## src/rtl/pipe_control_pkg.sv

```systemverilog
// Shared encodings, stage-control bundles and condition evaluation for the
// LEGv8 pipeline controller.
package pipe_control_pkg;

    localparam int PKG_XFER_W = 4;
    localparam int PKG_REG_W  = 5;

    // Opcode prefixes of instruction[31:21]; shorter prefixes cover immediate/offset bits.
    localparam logic [9:0]  OPC_ADDI  = 10'b1001000100;
    localparam logic [10:0] OPC_ADDS  = 11'b10101011000;
    localparam logic [10:0] OPC_SUBS  = 11'b11101011000;
    localparam logic [5:0]  OPC_B     = 6'b000101;
    localparam logic [7:0]  OPC_BCOND = 8'b01010100;
    localparam logic [7:0]  OPC_CBZ   = 8'b10110100;
    localparam logic [7:0]  OPC_CBNZ  = 8'b10110101;
    localparam logic [10:0] OPC_LDUR  = 11'b11111000010;
    localparam logic [10:0] OPC_LDURB = 11'b00111000010;
    localparam logic [10:0] OPC_STUR  = 11'b11111000000;
    localparam logic [10:0] OPC_STURB = 11'b00111000000;
    localparam logic [8:0]  OPC_MOVZ  = 9'b110100101;
    localparam logic [8:0]  OPC_MOVK  = 9'b111100101;

    typedef enum logic [3:0] {
        COND_EQ = 4'h0, COND_NE = 4'h1, COND_HS = 4'h2, COND_LO = 4'h3,
        COND_MI = 4'h4, COND_PL = 4'h5, COND_VS = 4'h6, COND_VC = 4'h7,
        COND_HI = 4'h8, COND_LS = 4'h9, COND_GE = 4'hA, COND_LT = 4'hB,
        COND_GT = 4'hC, COND_LE = 4'hD, COND_AL = 4'hE, COND_NV = 4'hF
    } cond_t;

    typedef enum logic [3:0] {
        OP_NONE, OP_ADDI, OP_ADDS, OP_SUBS, OP_B, OP_BCOND, OP_CBZ,
        OP_CBNZ, OP_LDUR, OP_LDURB, OP_STUR, OP_STURB, OP_MOVZ, OP_MOVK
    } op_t;

    localparam logic [2:0] ALU_ADD    = 3'd0;
    localparam logic [2:0] ALU_SUB    = 3'd1;
    localparam logic [2:0] ALU_PASSB  = 3'd2;
    localparam logic [2:0] ALU_MOVZ   = 3'd3;
    localparam logic [2:0] ALU_MOVK   = 3'd4;

    localparam logic [1:0] SRC_REG    = 2'd0;
    localparam logic [1:0] SRC_IMM12  = 2'd1;
    localparam logic [1:0] SRC_DADDR  = 2'd2;
    localparam logic [1:0] SRC_MOVIMM = 2'd3;

    localparam logic [1:0] WB_ALU     = 2'd0;
    localparam logic [1:0] WB_MEM     = 2'd1;

    typedef struct packed {
        logic [2:0] alu_op;
        logic [1:0] alu_src;
        logic       set_flag;
        logic       valid;
    } ex_ctrl_t;

    typedef struct packed {
        logic                  mem_write;
        logic                  mem_read;
        logic                  load_b;
        logic [PKG_XFER_W-1:0] xfer_size;
        logic                  valid;
    } mem_ctrl_t;

    typedef struct packed {
        logic                 reg_write;
        logic [1:0]           mem_to_reg;
        logic [PKG_REG_W-1:0] rd;
        logic                 valid;
    } wb_ctrl_t;

    localparam ex_ctrl_t  EX_BUBBLE  = '0;
    localparam mem_ctrl_t MEM_BUBBLE = '0;
    localparam wb_ctrl_t  WB_BUBBLE  = '0;

    // nzvc is packed {N, Z, V, C}.
    function automatic logic cond_holds(input logic [3:0] cond, input logic [3:0] nzvc);
        logic n, z, v, c, hold;
        {n, z, v, c} = nzvc;
        hold = 1'b1;
        case (cond)
            COND_EQ: hold = z;
            COND_NE: hold = !z;
            COND_HS: hold = c;
            COND_LO: hold = !c;
            COND_MI: hold = n;
            COND_PL: hold = !n;
            COND_VS: hold = v;
            COND_VC: hold = !v;
            COND_HI: hold = c && !z;
            COND_LS: hold = !(c && !z);
            COND_GE: hold = (n == v);
            COND_LT: hold = (n != v);
            COND_GT: hold = !z && (n == v);
            COND_LE: hold = !(!z && (n == v));
            default: hold = 1'b1;
        endcase
        return hold;
    endfunction

endpackage

```

## src/rtl/pipe_control_decode.sv

```systemverilog
// Combinational ID-stage decoder: classifies the instruction and builds the
// control bundles that travel down the pipeline, plus register-field taps.
module ctrl_decode
    import pipe_control_pkg::*;
#(
    parameter int XFER_W = PKG_XFER_W,
    parameter int REG_W  = PKG_REG_W
) (
    input  logic             instr_valid,
    input  logic [31:0]      instruction,
    output op_t              op,
    output ex_ctrl_t         ex_bundle,
    output mem_ctrl_t        mem_bundle,
    output wb_ctrl_t         wb_bundle,
    output logic             reg2loc,
    output logic [REG_W-1:0] rn,
    output logic [REG_W-1:0] rt,
    output logic [REG_W-1:0] src2,
    output logic [3:0]       cond
);

    logic [10:0] opc;
    logic        unused_shamt;

    assign opc          = instruction[31:21];
    assign unused_shamt = ^instruction[15:10];
    assign rn           = REG_W'(instruction[9:5]);
    assign rt           = REG_W'(instruction[4:0]);
    assign cond         = instruction[3:0];
    assign src2         = reg2loc ? REG_W'(instruction[20:16]) : rt;

    always_comb begin
        op = OP_NONE;
        if (opc[10:1] == OPC_ADDI)      op = OP_ADDI;
        else if (opc == OPC_ADDS)       op = OP_ADDS;
        else if (opc == OPC_SUBS)       op = OP_SUBS;
        else if (opc[10:5] == OPC_B)    op = OP_B;
        else if (opc[10:3] == OPC_BCOND) op = OP_BCOND;
        else if (opc[10:3] == OPC_CBZ)  op = OP_CBZ;
        else if (opc[10:3] == OPC_CBNZ) op = OP_CBNZ;
        else if (opc == OPC_LDUR)       op = OP_LDUR;
        else if (opc == OPC_LDURB)      op = OP_LDURB;
        else if (opc == OPC_STUR)       op = OP_STUR;
        else if (opc == OPC_STURB)      op = OP_STURB;
        else if (opc[10:2] == OPC_MOVZ) op = OP_MOVZ;
        else if (opc[10:2] == OPC_MOVK) op = OP_MOVK;
        if (!instr_valid) op = OP_NONE;
    end

    // Undefined opcodes fall through to all-zero bubbles.
    always_comb begin
        ex_bundle  = EX_BUBBLE;
        mem_bundle = MEM_BUBBLE;
        wb_bundle  = WB_BUBBLE;
        reg2loc    = 1'b0;
        wb_bundle.rd = REG_W'(instruction[4:0]);
        if (op != OP_NONE) begin
            ex_bundle.valid  = 1'b1;
            mem_bundle.valid = 1'b1;
            wb_bundle.valid  = 1'b1;
        end
        case (op)
            OP_ADDI: begin
                ex_bundle.alu_src   = SRC_IMM12;
                wb_bundle.reg_write = 1'b1;
            end
            OP_ADDS, OP_SUBS: begin
                ex_bundle.alu_op    = (op == OP_SUBS) ? ALU_SUB : ALU_ADD;
                ex_bundle.set_flag  = 1'b1;
                wb_bundle.reg_write = 1'b1;
                reg2loc             = 1'b1;
            end
            OP_CBZ, OP_CBNZ: ex_bundle.alu_op = ALU_PASSB;
            OP_LDUR, OP_LDURB: begin
                ex_bundle.alu_src    = SRC_DADDR;
                mem_bundle.mem_read  = 1'b1;
                mem_bundle.load_b    = (op == OP_LDURB);
                mem_bundle.xfer_size = (op == OP_LDURB) ? XFER_W'(1) : XFER_W'(8);
                wb_bundle.reg_write  = 1'b1;
                wb_bundle.mem_to_reg = WB_MEM;
            end
            OP_STUR, OP_STURB: begin
                ex_bundle.alu_src    = SRC_DADDR;
                mem_bundle.mem_write = 1'b1;
                mem_bundle.xfer_size = (op == OP_STURB) ? XFER_W'(1) : XFER_W'(8);
            end
            OP_MOVZ, OP_MOVK: begin
                ex_bundle.alu_op    = (op == OP_MOVK) ? ALU_MOVK : ALU_MOVZ;
                ex_bundle.alu_src   = SRC_MOVIMM;
                wb_bundle.reg_write = 1'b1;
            end
            default: ;
        endcase
    end

endmodule

```

## src/rtl/pipe_control.sv

```systemverilog
// Pipeline controller: hazard detection, ID-stage branch resolution, NZVC flag
// register and the ID->EX->MEM->WB control-bundle registers.
module pipe_control
    import pipe_control_pkg::*;
#(
    parameter int XFER_W = PKG_XFER_W,
    parameter int REG_W  = PKG_REG_W
) (
    input  logic        clk,
    input  logic        reset,
    input  logic        instr_valid,
    input  logic [31:0] instruction,
    input  logic        rd_is_zero,
    input  logic        ex_negative,
    input  logic        ex_zero,
    input  logic        ex_overflow,
    input  logic        ex_carry,
    output logic        stall,
    output logic        flush_if,
    output logic        br_taken,
    output logic        uncond_br,
    output logic        reg2loc,
    output ex_ctrl_t    ex_ctrl,
    output mem_ctrl_t   mem_ctrl,
    output wb_ctrl_t    wb_ctrl
);

    localparam logic [REG_W-1:0] XZR = '1;

    op_t              op;
    ex_ctrl_t         dec_ex, ex_q;
    mem_ctrl_t        dec_mem, ex_mem_q, mem_q;
    wb_ctrl_t         dec_wb, ex_wb_q, mem_wb_q, wb_q;
    logic             dec_reg2loc;
    logic [REG_W-1:0] rn, rt, src2;
    logic [3:0]       cond;
    logic [3:0]       nzvc_q, ex_flags, branch_flags;
    logic             load_use, cb_hazard, branch_cond;

    ctrl_decode #(.XFER_W(XFER_W), .REG_W(REG_W)) u_decode (
        .instr_valid (instr_valid),
        .instruction (instruction),
        .op          (op),
        .ex_bundle   (dec_ex),
        .mem_bundle  (dec_mem),
        .wb_bundle   (dec_wb),
        .reg2loc     (dec_reg2loc),
        .rn          (rn),
        .rt          (rt),
        .src2        (src2),
        .cond        (cond)
    );

    assign ex_flags     = {ex_negative, ex_zero, ex_overflow, ex_carry};
    assign branch_flags = (ex_q.valid && ex_q.set_flag) ? ex_flags : nzvc_q;
    assign ex_ctrl      = ex_q;
    assign mem_ctrl     = mem_q;
    assign wb_ctrl      = wb_q;

    // Flag-setters in EX are forwarded to B.cond, so they never cause a stall.
    always_comb begin
        load_use  = 1'b0;
        cb_hazard = 1'b0;
        if (instr_valid && ex_mem_q.valid && ex_mem_q.mem_read && ex_wb_q.rd != XZR)
            load_use = (ex_wb_q.rd == rn) || (ex_wb_q.rd == src2);
        if (op == OP_CBZ || op == OP_CBNZ) begin
            if (ex_wb_q.valid && ex_wb_q.reg_write && ex_wb_q.rd == rt && rt != XZR)
                cb_hazard = 1'b1;
            if (mem_q.valid && mem_q.mem_read && mem_wb_q.rd == rt && rt != XZR)
                cb_hazard = 1'b1;
        end
        branch_cond = (op == OP_B)
                   || (op == OP_BCOND && cond_holds(cond, branch_flags))
                   || (op == OP_CBZ   && rd_is_zero)
                   || (op == OP_CBNZ  && !rd_is_zero);
    end

    always_comb begin
        stall     = 1'b0;
        br_taken  = 1'b0;
        flush_if  = 1'b0;
        uncond_br = 1'b0;
        reg2loc   = 1'b0;
        if (!reset) begin
            stall     = load_use || cb_hazard;
            br_taken  = branch_cond && !stall;
            flush_if  = br_taken;
            uncond_br = (op == OP_B);
            reg2loc   = dec_reg2loc;
        end
    end

    always_ff @(posedge clk) begin
        if (reset) begin
            nzvc_q   <= 4'b0000;
            ex_q     <= EX_BUBBLE;
            ex_mem_q <= MEM_BUBBLE;
            ex_wb_q  <= WB_BUBBLE;
            mem_q    <= MEM_BUBBLE;
            mem_wb_q <= WB_BUBBLE;
            wb_q     <= WB_BUBBLE;
        end else begin
            if (ex_q.valid && ex_q.set_flag)
                nzvc_q <= ex_flags;
            ex_q     <= stall ? EX_BUBBLE  : dec_ex;
            ex_mem_q <= stall ? MEM_BUBBLE : dec_mem;
            ex_wb_q  <= stall ? WB_BUBBLE  : dec_wb;
            mem_q    <= ex_mem_q;
            mem_wb_q <= ex_wb_q;
            wb_q     <= mem_wb_q;
        end
    end

endmodule

```

## config.mk

```make
export PLATFORM = sky130hd
export DESIGN_NAME = pipe_control
export DESIGN_NICKNAME = d
export VERILOG_FILES = /design/src/rtl/pipe_control_pkg.sv /design/src/rtl/pipe_control_decode.sv /design/src/rtl/pipe_control.sv
export SDC_FILE = /design/constraint.sdc
export NUM_CORES = 1
export LEC_CHECK = 0
export BUFFER_PORTS_ARGS = -buffer_cell sky130_fd_sc_hd__buf_2
export CORE_ASPECT_RATIO = 0.5
export CORE_UTILIZATION = 54
export DETAILED_ROUTE_END_ITERATION = 6
export PLACE_DENSITY = 0.8
export SLEW_MARGIN = 20
export SYNTH_ARGS = -nofsm -noshare
export SYNTH_HDL_FRONTEND = slang
export SYNTH_HIERARCHICAL = 1
export SYNTH_SLANG_ARGS = --single-unit
```

## constraint.sdc

```tcl
create_clock -name clk -period 5.3 [get_ports clk]
set_input_delay 1.06 -clock clk [delete_from_list [all_inputs] [get_ports clk]]
set_output_delay 1.06 -clock clk [all_outputs]
set_load 0.03 [all_outputs]
```

==> flow_metrics.env <==
export IMPL_numCtsBuffers=5
export IMPL_cts_hold_buf=0
export IMPL_period_minus_slack_ns=4.99
export IMPL_crit_type="input port to output port"
export IMPL_final_cells=392
export IMPL_mostFrequentLayoutCells="62 x buf_2, 54 x dfxtp_1, 29 x nor2b_1, 25 x and2_1, 23 x xnor2_1"
export IMPL_r2r_end="ex_ctrl[3]$_SDFF_PP0_"
export IMPL_finalClockSkew_ns=0.0115
export IMPL_first_pass_iters=4
export IMPL_min_to="mem_ctrl[4]$_SDFF_PP0_"
export IMPL_io_pin_count=69
export IMPL_clock_root_buffer="clkbuf_8"
export IMPL_postSynthCellCount=287
export IMPL_timing_final_crit_share=0.941
export IMPL_ctsResizeCount=0
export IMPL_portBuffers=62
export IMPL_peakVddDrop_mv=0.161
export IMPL_tightest_slew_ns=0.607
export IMPL_core_area_mm2=0.00493
export IMPL_drive_gt1_frac=0.295
export IMPL_r2r_cells=5
export IMPL_cp_end_kind="output port"
export IMPL_setup_viol=0
export IMPL_cp_max_fo=8
export IMPL_path_clk_slew_ns=0.09
export IMPL_die_x_um=103
export IMPL_nets=362
export IMPL_dieArea_mm2=0.00546
export IMPL_cts_path_max_buffers=2
export IMPL_synth_ff_type="dfxtp_1"
export IMPL_cp_required_ns=4.24
export IMPL_clk_latency_ns=0.30
export IMPL_cts_tree="yes"
export IMPL_synth_edf_count=0
export IMPL_antenna_found_initial=0
export IMPL_r2r_slack_ns=3.67
export IMPL_setup_worst_path_start="instruction[31]"
export IMPL_start_util=0.564
export IMPL_async_flop_share=0
export IMPL_yosys_warnings=6
export IMPL_synth_area_per_cell_um2=9.69
export IMPL_status="finished clean"
export IMPL_hp_start="ex_mem_q[4]$_SDFF_PP0_"
export IMPL_finalSetupTns_ns=0
export IMPL_cts_setup_buffers=0
export IMPL_fmax_mhz=200
export IMPL_place_gp_congestion=0.830
export IMPL_finalMaxSlewViolations=0
export IMPL_grt_max_degree=35
export IMPL_place_hpwl_um=3770
export IMPL_grt_first_pass_wirelength_um=7370
export IMPL_dp_cells=385
export IMPL_ant_nets=0
export IMPL_grt_pass1_vias=1689
export IMPL_ys_types=57
export IMPL_drc_errors=0
export IMPL_via_per_inst=5.10
export IMPL_ys_ff_latch=54
export IMPL_fp_row_count=18
export IMPL_cts_max_level=2
export IMPL_grt_ovfl_total=0
export IMPL_cts_sinks=54
export IMPL_post_route_util=0.618
export IMPL_p_leak_uw=0.00138
export IMPL_synth_area_mm2=0.00278
export IMPL_reg2reg_from="ex_wb_q[3]$_SDFF_PP0_"
export IMPL_hold_viol=0
export IMPL_fill_cells=420
export IMPL_fp_dieH_um=52.8
export IMPL_n_antenna_cell=0
export IMPL_maxCapViolCount=0
export IMPL_p_per_area_mw_per_mm2=250
export IMPL_final_common_cell="buf_2"
export IMPL_whs_path_depth=1
export IMPL_min_path_type="register to register"
export IMPL_area_growth_pct=9.63
export IMPL_drtIter0Drc=70
export IMPL_yosysSeqAreaShare=0.389
export IMPL_crit_arrival_ns=3.93
export IMPL_track_usage=0.182
export IMPL_vias=2001
export IMPL_wl_um=5010
export IMPL_rsz0062_at_grt="no"
export IMPL_start_kind="input port"
export IMPL_wl_per_cell_um=12.8
export IMPL_slew_headroom=0.595
-- per-layer routing --
layer,vias to the layer above,wire length [µm],part of all wire,track usage
met5,-,0,0,0
met3,6,262,0.052,0.0440
li1,1010,-,-,-
met4,0,50,0.010,0.0869
met1,927,2420,0.48,0.238
met2,58,2280,0.45,0.284
-- critical path: stages --
cell      delay [ns]
buf_2           0.16
nor4bb_1        0.25
nand4b_1        0.22
a21o_1          0.29
o211ai_1        0.17
nand2b_1        0.34
mux2_4          0.40
xnor2_1         0.13
nand3_1         0.09
o22ai_1         0.10
a221oi_2        0.32
o31a_1          0.20
buf_2           0.20
-- area by class of cell --
cell class	count	area, µm²	share of cell area
clock buffer	5	68.8	0.0226
clock inverter	2	38.8	0.0127
sequential	54	1080	0.355
multi-input combinational	189	1420	0.465
inverter	8	30.0	0.00985
tap	70	87.6	0.0287
timing repair buffer	64	325	0.107
-- metrics by stage --
step	total power, µW	instance area, µm²	hold slack (ns)	setup slack [ns]
floorplan	493	2790	0.414	0.209
global placement	503	2940	0.417	0.406
detailed placement	506	2940	0.420	0.347
CTS	765	3050	0.442	0.340
global route	788	3050	0.454	0.204
finish	762	3050	0.439	0.312
-- state kept, by name, summed over array words and instances (netlist names) --
register  count
ex_ctrl       7
ex_mem_q      8
ex_wb_q       9
mem_ctrl      8
mem_wb_q      9
nzvc_q        4
wb_ctrl       9
-- synthesized netlist by cell type (2+ instances only) --
cell type	number	area [µm²]
a211oi_1	2	15.0
a21o_1	2	15.0
a21oi_1	2	10.0
a31oi_1	3	18.8
and2_1	25	156
and3_1	4	25.0
buf_2	4	20.0
buf_4	28	210
clkbuf_1	5	18.8
dfxtp_1	54	1080
inv_1	4	15.0
inv_2	4	15.0
mux2_4	7	105
mux2i_1	3	30.0
nand2_1	7	26.3
nand2b_1	3	18.8
nand3_1	10	50.1
nand3b_1	3	22.5
nand4_1	4	25.0
nand4b_1	4	35.0
nor2_1	14	52.6
nor2b_1	29	181
nor3_1	5	25.0
o211a_1	2	20.0
o22ai_1	3	18.8
or3b_2	2	17.5
xnor2_1	23	201
xor2_1	2	17.5
-- power breakdown --
group          switching, µW  internal, µW
clock                    126           139
sequential              5.76           413
combinational           41.1          37.0
-- cells by family after synthesis --
| kind of cell | share of synthesized area |
|---|---|
| AND/OR/NAND/NOR | 0.269 |
| flip-flops | 0.389 |
| buffers and inverters | 0.104 |
| AO/OA/AOI/OAI | 0.0918 |
| XOR/XNOR | 0.0787 |
| multiplexers | 0.0661 |
| other | 0.00135 |
-- worst max path at each step --
stage               endpoint  cells after the start  slack (ns)
global route        flush_if                     13        0.20
global placement    br_taken                     12        0.41
detailed placement  flush_if                     12        0.35
CTS                 flush_if                     12        0.34
floorplan           flush_if                     15        0.21
finish              flush_if                     13        0.31
No activity file was read; power rests on OpenSTA's default activity.
